File: src/rtl/out_chain_pkg.sv
// Shared types and defaults for the daisy-chained output FIFO path.
// Used by the per-node arbiter and by chain top-levels.
package out_chain_pkg;

    typedef enum logic {
        FWD_PRIO = 1'b0,
        LOC_PRIO = 1'b1
    } arb_state_t;

    localparam int CHAIN_DATA_W = 8;
    localparam int CHAIN_CNT_W  = 16;

    // Width of a run counter that must reach max(fwd_max, loc_max) - 1
    function automatic int run_width(input int fwd_max, input int loc_max);
        int m;
        m = (fwd_max > loc_max) ? fwd_max : loc_max;
        return (m < 2) ? 1 : $clog2(m);
    endfunction

endpackage

File: src/rtl/sat_counter.sv
// Saturating up-counter: counts inc pulses, sticks at all-ones, clears on sclr.
module sat_counter
    import out_chain_pkg::*;
#(
    parameter int CNT_W = CHAIN_CNT_W
) (
    input  logic             clock,
    input  logic             sclr,
    input  logic             inc,
    output logic [CNT_W-1:0] value
);

    always_ff @(posedge clock) begin
        if (sclr) begin
            value <= '0;
        end else if (inc && (value != {CNT_W{1'b1}})) begin
            value <= value + CNT_W'(1);
        end
    end

endmodule

File: src/rtl/out_chain_arb.sv
// Per-node arbiter sharing the downstream FIFO write port between upstream
// forward traffic and local injection, with bounded-burst fairness.
module out_chain_arb
    import out_chain_pkg::*;
#(
    parameter int DATA_W  = CHAIN_DATA_W,
    parameter int FWD_MAX = 4,
    parameter int LOC_MAX = 1,
    parameter int CNT_W   = CHAIN_CNT_W
) (
    input  logic              clock,
    input  logic              sclr,
    input  logic [DATA_W-1:0] up_q,
    input  logic              up_empty,
    output logic              up_rdreq,
    input  logic [DATA_W-1:0] loc_data,
    input  logic              loc_valid,
    output logic              loc_ack,
    output logic [DATA_W-1:0] dn_data,
    output logic              dn_wrreq,
    input  logic              dn_full,
    output logic [CNT_W-1:0]  fwd_cnt,
    output logic [CNT_W-1:0]  loc_cnt,
    output logic              prio_loc
);

    localparam int RUN_W = run_width(FWD_MAX, LOC_MAX);
    localparam logic [RUN_W-1:0] FWD_LAST = RUN_W'(FWD_MAX - 1);
    localparam logic [RUN_W-1:0] LOC_LAST = RUN_W'(LOC_MAX - 1);

    arb_state_t       state;
    arb_state_t       state_nxt;
    logic [RUN_W-1:0] run_cnt;
    logic [RUN_W-1:0] run_nxt;
    logic             sel_fwd;
    logic             fwd_go;
    logic             loc_go;

    always_ff @(posedge clock) begin
        if (sclr) begin
            state   <= FWD_PRIO;
            run_cnt <= '0;
        end else begin
            state   <= state_nxt;
            run_cnt <= run_nxt;
        end
    end

    // No grant means no transition, so dn_full and idle cycles hold state for free
    always_comb begin
        state_nxt = state;
        run_nxt   = run_cnt;
        case (state)
            FWD_PRIO: begin
                if (fwd_go) begin
                    if (!loc_valid) begin
                        run_nxt = '0;
                    end else if (run_cnt == FWD_LAST) begin
                        state_nxt = LOC_PRIO;
                        run_nxt   = '0;
                    end else begin
                        run_nxt = run_cnt + RUN_W'(1);
                    end
                end else if (loc_go) begin
                    run_nxt = '0;
                end
            end
            LOC_PRIO: begin
                if (loc_go) begin
                    if (run_cnt == LOC_LAST) begin
                        state_nxt = FWD_PRIO;
                        run_nxt   = '0;
                    end else begin
                        run_nxt = run_cnt + RUN_W'(1);
                    end
                end else if (fwd_go) begin
                    state_nxt = FWD_PRIO;
                    run_nxt   = '0;
                end
            end
            default: begin
                state_nxt = FWD_PRIO;
                run_nxt   = '0;
            end
        endcase
    end

    always_comb begin
        sel_fwd  = (state == FWD_PRIO) ? !up_empty : !loc_valid;
        fwd_go   = !sclr && !dn_full && !up_empty && sel_fwd;
        loc_go   = !sclr && !dn_full && loc_valid && !sel_fwd;
        up_rdreq = fwd_go;
        loc_ack  = loc_go;
        dn_wrreq = fwd_go || loc_go;
        dn_data  = '0;
        if (fwd_go) begin
            dn_data = up_q;
        end else if (loc_go) begin
            dn_data = loc_data;
        end
        prio_loc = (state == LOC_PRIO);
    end

    sat_counter #(.CNT_W(CNT_W)) u_fwd_cnt (
        .clock (clock),
        .sclr  (sclr),
        .inc   (fwd_go),
        .value (fwd_cnt)
    );

    sat_counter #(.CNT_W(CNT_W)) u_loc_cnt (
        .clock (clock),
        .sclr  (sclr),
        .inc   (loc_go),
        .value (loc_cnt)
    );

endmodule

File: config.mk
export PLATFORM = sky130hd
export DESIGN_NAME = out_chain_arb
export DESIGN_NICKNAME = d
export VERILOG_FILES = /design/src/rtl/out_chain_pkg.sv /design/src/rtl/sat_counter.sv /design/src/rtl/out_chain_arb.sv
export SDC_FILE = /design/constraint.sdc
export NUM_CORES = 1
export LEC_CHECK = 0
export ABC_AREA = 1
export CORE_ASPECT_RATIO = 0.5
export CORE_MARGIN = 5
export CORE_UTILIZATION = 43
export DETAILED_ROUTE_END_ITERATION = 7
export PLACE_DENSITY = 0.77
export SLEW_MARGIN = 20
export SYNTH_ARGS = -nofsm -noshare
export SYNTH_HDL_FRONTEND = slang
export SYNTH_SLANG_ARGS = --single-unit
export TNS_END_PERCENT = 100
File: constraint.sdc
create_clock -name clock -period 1.6 [get_ports clock]
set_clock_uncertainty 0.15 [all_clocks]
set_input_delay 0.24 -clock clock [delete_from_list [all_inputs] [get_ports clock]]
set_output_delay 0.24 -clock clock [all_outputs]
set_load 0.02 [all_outputs]
== Yosys cells after proc, flatten, opt, wreduce, memory -nomap -nowiden ==
Cells that the tools add are included.
Operators by class
  add/subtract/negate cells: 3
  equal/unequal tests: 5
  mux-type cells: 18
  bitwise operators: 1
  reduce and logical (&&, ||, !) cells: 15
Operator list (number)
  $add A16 B1 Y16 const B: 2
  $ne A16 B16 Y1 const B: 2
  $mux W8: 2
  $mux W2: 7
  $logic_and A1 B1 Y1: 7
  $mux W1: 7
  $ne A3 B1 Y1 const B: 2
  $logic_not A1 Y1: 5
  $pmux W2 S2: 1
  $add A2 B1 Y2 const B: 1
  $eq A2 B2 Y1 const B: 1
  $logic_not A2 Y1: 1
  $pmux W1 S2: 1
  $reduce_and A2 Y1: 1
  $logic_or A1 B1 Y1: 1
  $not A1 Y1: 1
Storage, ports and cells
  flip-flop bits (word level): 35
  input bits: 21
  output and inout port bits: 44
  logic and storage cells: 46

== Longest topological paths before layout ==
Gate-level depths: netlist (run 1).
  depth after elaboration: 7
  depth in mapped cells: 10
  depth with buffers taken out: 10

== Hierarchy ==
Synthesis (run 1) repeated with hierarchy kept, for this count alone.
Second synthesis, totals
  cells, all modules: 365
  area total of the unflattened synthesis: 2209.6 sq um
By module, submodules not included
  sat_counter: instances 2, cells an instance 149, area each 929.6 sq um, seq. area each 320.3 sq um
  out_chain_arb: instances 1, cells an instance 67, area each 350.3 sq um, seq. area each 60.1 sq um

== Worst setup path before layout (run 1) ==
Ideal clock, no wire load.
  path type: reg-to-reg
  from: register u_fwd_cnt.value[1]
  to: register u_fwd_cnt.value[10]
  library setup time: 114 ps
  data arrival time: 1484 ps
  data required time: 1336 ps
  slack: -147 ps
  stages on the path, launching flop included: 10
  path buffers: 1
  cells stage by stage: dfxtp_1 ha_1 nand2_2 nor2_2 nand2_2 nor2_1 nor2_2 buf_6 o21ai_1 nor2_1
On the way
  word-level cells in the longest chain between the ends: 2
  elaborated cells between the ends (all ways): 3
  classes of those cells: add/sub: 1; eq/ne: 1; reduce/logical: 1
Ends and longest elaborated chain
  from (decl): line sat_counter.sv:10  | output logic [CNT_W-1:0] value
  from (signal assigned): line sat_counter.sv:17  | value <= value + CNT_W'(1);
  parallel branches: the longest is 2 deep, another holds $add A16 B1 Y16
Parallel ways; which one is timed is not known.
A chain may end at the register's enable or synchronous reset.

== Final worst setup path (run 1) ==
  from: register state, in the netlist prio_loc
  to: output dn_data[1]
On the way
  word-level cells in the longest chain between the ends: 5
  elaborated cells between the ends (all ways): 6
  classes of those cells: mux: 3; reduce/logical: 3
Ends and longest elaborated chain
  from (decl): line out_chain_arb.sv:31  | arb_state_t state;
  from (signal assigned): line out_chain_arb.sv:44  | state <= state_nxt;
  $mux W1 (*): line out_chain_arb.sv:89  | sel_fwd = (state == FWD_PRIO) ? !up_empty : !loc_valid;
  $logic_not A1 Y1: line out_chain_arb.sv:91  | loc_go = !sclr && !dn_full && loc_valid && !sel_fwd;
  $logic_and A1 B1 Y1: line out_chain_arb.sv:91
  $mux W8: line out_chain_arb.sv:98  | end else if (loc_go) begin
  $mux W8 (*): line out_chain_arb.sv:96  | if (fwd_go) begin
  to (decl): line out_chain_arb.sv:19  | output logic [DATA_W-1:0] dn_data,
Every way passes the cells marked *; elsewhere a longest branch is shown, timed or not.

==> results.toml, run 1 <==
[sta]
layout_setup_ws_ps = -180
period_share_pct = 111
fmax_mhz = 562
fin_tns_setup_ps = -1470
tightest_slew_ps = 306
rsz0062_at_grt = "yes"
hold_viol_final = 0
finalCriticalPeriod_ps = 1780
hold_ws_ps = 350
finalSetupViolCount = 22
drv_slew = 0
max-slew-margin-rel_pct = 79.5

[setup_path]
start_kind = "flop"
critPathMaxStageDelay_ps = 380
arrival_ps = 1390
cp_top_family = "flip-flops"
crit_type = "reg -> out"
reg2reg_slack_ps = -20
r2r_end = "u_fwd_cnt.value[2]$_SDFFE_PP0P_"
reg2reg_depth = 10
crit_buf_inv = 3
worstPathRequired_ps = 1210
worstPathCellList = "nand2_2, inv_2, nor2_4, buf_4, a22o_4, buf_6"
slowest_stage = "dfxtp_2"
crit_fanout = 5
rr_startpoint = "prio_loc$_SDFF_PP0_"
cp.depth = 6
crit_path_end_kind = "primary output"

[die]
die_w_um = 111
num_rows = 18
die-area_um2 = 6710
die_height_um = 60.5
start_util_pct = 44.4
pin_count = 65
core_area_um2 = 4930

[clocking]
clock_sinks = 35
cts_tree = "built"
clk_pin_slew_worst_paths_ps = 80
h-tree-depth = 2
clk_latency_ps = 290
clockBufferDepth = 2
cts-root-buf = "clkbuf_8"
cts_made_buffers = 5

[finish]
fin_cells = 533
final_util_pct = 76.0
layout.nets = 488
drive_above_1_share_pct = 35.9
syn_to_final_growth_pct = 71.2
diodes = 0

[synthesis]
synthesis.nets = 367
syn_inst = 341
ys_seq_elements = 35
netlist_area_um2 = 2190
synth_seq_area_share_pct = 32.0
synth_area_per_cell_um2 = 6.42
yosysUniqueCellTypes = 28
yosys_warnings = 0

[drt]
drc = 0
viasPerCell = 5.18
drt-initial-drc-count = 151
first_pass_iters = 4
ant_nets = 0
wl_per_cell_um = 14.7
wl_um = 7820
vias = 2759

[pwr]
p_leak_nw = 1.68
vdd_drop_max_mv = 0.418
p_per_area_nw_per_um2 = 591

[grt]
grt_pass1_vias = 2609
grt_max_degree = 25
grt_pass1_wl_um = 11400
gr-usage-all-layers_pct = 20.7
grt-ovfl-total = 0
antenna_found_initial = 0

[hold_path]
hold_end = "u_fwd_cnt.value[5]$_SDFFE_PP0P_"
hold_path_class = "in -> reg"
holdCritStartpoint = "sclr"
hold_depth = 3

[run]
cap_violations = 0

[status]
outcome = "complete, but fails checks"
violations = "negative setup slack"

[place]
place_congestion = 0.877
place_worst_setup_slack_ps = -871
hpwlAfterDp_um = 4940
numPortBuffers = 64
placedCellCount = 507
## worst register-to-register path, stage by stage, from the launching register on
cell,delay (ps)
dfxtp_2,350
nand2_2,90
inv_2,50
nor2_4,160
buf_4,140
buf_6,90
buf_4,110
o21ai_4,60
buf_12,150
o21ai_1,120
nor2_1,50
## cell usage in the layout (no fill, tap or decap), types with 5 or more instances in the layout
master,synthesis,final
a21oi_2,4,7
nor2_4,3,17
o21ai_1,1,5
nand2_1,86,77
nand2_2,6,11
buf_6,3,18
buf_4,0,48
nor2_2,8,11
o21ai_2,1,6
clkbuf_8,0,5
nand3_2,0,5
inv_1,30,25
xor2_1,5,5
inv_2,1,5
nand3_1,25,20
clkdlybuf4s50_1,0,16
dlygate4sd2_1,0,36
nor2_1,75,58
dfxtp_2,0,14
o21ai_0,14,5
a21oi_1,14,11
dfxtp_1,35,19
## cell usage after synthesis
master	n	area, µm²
buf_6	3	33.8
nand2_1	86	323
a22o_1	8	70.1
nor2_1	75	282
inv_2	1	3.75
buf_2	1	5.00
o211ai_1	1	7.51
ha_1	5	62.6
xnor2_1	4	35.0
nand3_1	25	125
xor2_1	5	43.8
nor2_4	3	33.8
nand2_2	6	37.5
a21oi_2	4	35.0
o21ai_2	1	8.76
o21ai_4	1	16.3
dfxtp_1	35	701
o21ai_0	14	70.1
a31oi_1	1	6.26
o21ai_1	1	5.00
clkbuf_1	2	7.51
nand4_1	4	25.0
nand4_2	1	12.5
a21oi_1	14	70.1
nor2_2	8	50.1
buf_1	1	3.75
nor3_1	1	5.00
inv_1	30	113
## per-stage QoR
step                      total power, mW  area, µm²
after floorplan                      1.06       2250
after global placement               1.21       3220
after detailed placement             1.22       3220
after CTS                            2.19       3450
after global routing                 2.30       3750
final                                2.22       3750
## registers in the layout (all words and copies together), names as in the netlist
| name | count |
|---|---|
| u_loc_cnt.value | 16 |
| u_fwd_cnt.value | 16 |
| prio_loc | 1 |
| run_cnt | 2 |
## cell families (layout without fill, tap and decap cells)
logic type | count (synthesis) | after routing | synth area share, %
and+or+nand+nor | 209 | 209 | 40.8
AOI/OAI and AO/OA | 45 | 45 | 13.2
buffers and inverters | 38 | 160 | 7.60
DFF | 35 | 35 | 32.0
xor gates and xnor gates | 9 | 9 | 3.60
adders and majority gates | 5 | 5 | 2.86
## cell type report
cell class | count | area [µm²]
Clock buffer | 5 | 68.8
Clock inverter | 3 | 67.6
Fill cell | 336 | 1180
Inverter | 31 | 119
Multi-Input combinational cell | 268 | 1600
Sequential cell | 35 | 726
Tap cell | 70 | 87.6
Timing Repair Buffer | 121 | 1080
## worst max path at each step
stage | start | end
after floorplan | u_fwd_cnt.value[0]$_SDFFE_PP0P_ | u_fwd_cnt.value[10]$_SDFFE_PP0P_
after global placement | dn_full | dn_data[5]
after detailed placement | dn_full | dn_data[6]
after CTS | prio_loc$_SDFF_PP0_ | dn_data[0]
after global routing | prio_loc$_SDFF_PP0_ | dn_data[0]
final | prio_loc$_SDFF_PP0_ | dn_data[1]
## repair_timing
item                       CTS  global route
setup endpoints to repair   75            43
gates resized for setup    115            78
setup buffers               10             8
pin swaps                   11            26
gates cloned                 0             0
hold buffers                 0             0
## report_power, final
part	leakage [nW]	internal (mW)	switching [mW]	total, mW
combinational	1.32	0.166	0.165	0.330
sequential	0.292	0.884	0.0153	0.899
clock	0.0644	0.622	0.364	0.986
## metal layers
layer	part of all wire, %	vias up	track usage, %
li1	-	1335	-
met1	40	1306	22.2
met2	54	101	41.0
met3	4.6	17	4.18
met4	2.3	0	8.95
met5	0	-	0
(Power assumes the default switching activity.)
==> run 2: changes to the inputs <==
--- a/config.mk
+++ b/config.mk
@@ -10,6 +10,7 @@
 export CORE_MARGIN = 5
 export CORE_UTILIZATION = 43
 export DETAILED_ROUTE_END_ITERATION = 7
+export GPL_TIMING_DRIVEN = 0
 export PLACE_DENSITY = 0.77
 export SLEW_MARGIN = 20
 export SYNTH_ARGS = -nofsm -noshare
==> constraint.sdc (replaced) <==
create_clock -name clock -period 1.6 [get_ports clock]
set_clock_uncertainty 0.15 [all_clocks]
set_input_delay 0.48 -clock clock [delete_from_list [all_inputs] [get_ports clock]]
set_output_delay 0.48 -clock clock [all_outputs]
set_load 0.02 [all_outputs]
==> run 2 against run 1 <==
Against the previous run:
- the run still ends with negative setup slack left
- combinational power grew 16%
- clock power fell by 32%
- count of clock-buffer cells in the layout is 1 higher
- cell count shrank 0.75%
- sequential share of layout area is 0.15 points higher
- critical endpoint unchanged
- largest power group is now sequential cells
==> results.toml, run 2 (synthesis results as in run 1) <==
[finish]
syn_to_final_growth_pct = 75.4
fin_cells = 529
diodes = 0
final_util_pct = 77.9
layout.nets = 484
final_cell_area_um2 = 3840
layout_commonest_cell = "nand2_1"
drive_above_1_share_pct = 48.8
layout_common_cells = "nand2_1 (71), nor2_1 (57), buf_2 (30), buf_4 (28), buf_6 (27)"
reg_top3 = "u_fwd_cnt.value (16), u_loc_cnt.value (16), run_cnt (2)"

[pwr]
vdd_drop_max_mv = 0.323
p_per_area_nw_per_um2 = 511
p_leak_nw = 1.63

[sta]
period_share_pct = 135
rsz0062_at_grt = "yes"
finalSetupViolCount = 42
fmax_mhz = 462
drv_slew = 0
layout_setup_ws_ps = -563
tightest_slew_ps = 727
max-slew-margin-rel_pct = 51.5
finalCriticalPeriod_ps = 2160
hold_viol_final = 0

[place]
numPortBuffers = 64
placedCellCount = 475
placed_area_um2 = 3030
place_congestion = 0.865
place_worst_setup_slack_ps = -1390
hpwlAfterDp_um = 4690

[grt]
grt_max_degree = 12
grt_pass1_vias = 2821
gr-usage-all-layers_pct = 25.8
antenna_found_initial = 0
grt-ovfl-total = 0
grt_pass1_wl_um = 13700

[clocking]
clock_sinks = 35
cts_tree = "built"
cts-root-buf = "clkbuf_8"
clk_pin_slew_worst_paths_ps = 80
clk_latency_ps = 300
clockBufferDepth = 2
hold_buffers = 0
cts_made_buffers = 5
h-tree-depth = 2

[drt]
wl_um = 10200
wl_per_cell_um = 19.3
ant_nets = 0
drc = 0
first_pass_iters = 7
drt-initial-drc-count = 347
viasPerCell = 5.80
vias = 3066

[setup_path]
crit_path_end_kind = "primary output"
start_kind = "flop"
worstPathRequired_ps = 970
crit_type = "reg -> out"
crit_fanout = 5
reg2reg_depth = 16
arrival_ps = 1530

[hold_path]
hold_depth = 2
hold_path_class = "reg -> reg"

[die]
core_area_um2 = 4930
start_util_pct = 44.4
num_rows = 18
pin_count = 65
die-area_um2 = 6710
die_w_um = 111
die_height_um = 60.5

[status]
violations = "negative setup slack"
outcome = "complete, but fails checks"

[run]
cap_violations = 0
run 2: changes by cell type in the layout (fill, tap and decap cells not counted), moves of 5 or more:
cell,previous run,this run
dlygate4sd2_1,36,0
buf_2,0,30
buf_4,48,28
dfxtp_1,19,8
buf_6,18,27
dfxtp_2,14,21
buf_8,0,6
nand2_1,77,71
nand2_4,4,10
nand3_1,20,14
o21ai_2,6,0
nand3_2,5,10
run 2: power breakdown:
part / total (mW) / switching [mW] / internal (mW)
combinational: 0.384 / 0.192 / 0.192
clock: 0.675 / 0.370 / 0.305
sequential: 0.902 / 0.0228 / 0.880
run 2: final timing paths:
path	start	endpoint	slack, ps
worst max register to register	prio_loc$_SDFF_PP0_	u_loc_cnt.value[4]$_SDFFE_PP0P_	-520
worst max-delay path	prio_loc$_SDFF_PP0_	dn_data[1]	-560
worst min-delay path	u_fwd_cnt.value[5]$_SDFFE_PP0P_	u_fwd_cnt.value[5]$_SDFFE_PP0P_	360
worst min register to register	u_fwd_cnt.value[5]$_SDFFE_PP0P_	u_fwd_cnt.value[5]$_SDFFE_PP0P_	360
run 2: per-stage QoR:
| stage | TNS, ps | hold slack (ps) | total power [mW] |
|---|---|---|---|
| detailed placement | -35820 | 360 | 1.20 |
| floorplan | -1770 | 327 | 1.07 |
| global route | -15060 | 381 | 2.02 |
| CTS | -6760 | 355 | 1.91 |
| finish | -13430 | 357 | 1.96 |
| global placement | -34740 | 342 | 1.20 |
run 2: final cells by class:
cell class,count,area [µm²]
Multi-Input combinational cell,268,1750
Fill cell,273,1090
Timing Repair Buffer,110,980
Sequential cell,35,749
Inverter,31,121
Tap cell,70,87.6
Clock buffer,6,72.6
Buffer,7,65.1
Clock inverter,2,12.5
run 2: routing by layer:
layer	routed length [µm]	track usage [%]	part of all wire, %
met1	3830	26.6	38
met5	0	0	0
met3	790	6.37	7.7
met2	4850	49.1	47
met4	739	16.7	7.2
run 2: what timing repair did:
action                     4_1_cts  5_1_grt
gates resized for setup        268       95
setup buffers                   35       23
pin swaps                       28       32
setup endpoints to repair       79       66
gates cloned                     3        0
run 2: worst max-delay path, cell delays in order (launching register included):
cell and delay, ps:
dfxtp_4 370, inv_2 70, nand2_4 60, inv_4 70, nor2_4 50, buf_12 120
buf_16 120, a22o_4 220, buf_6 130
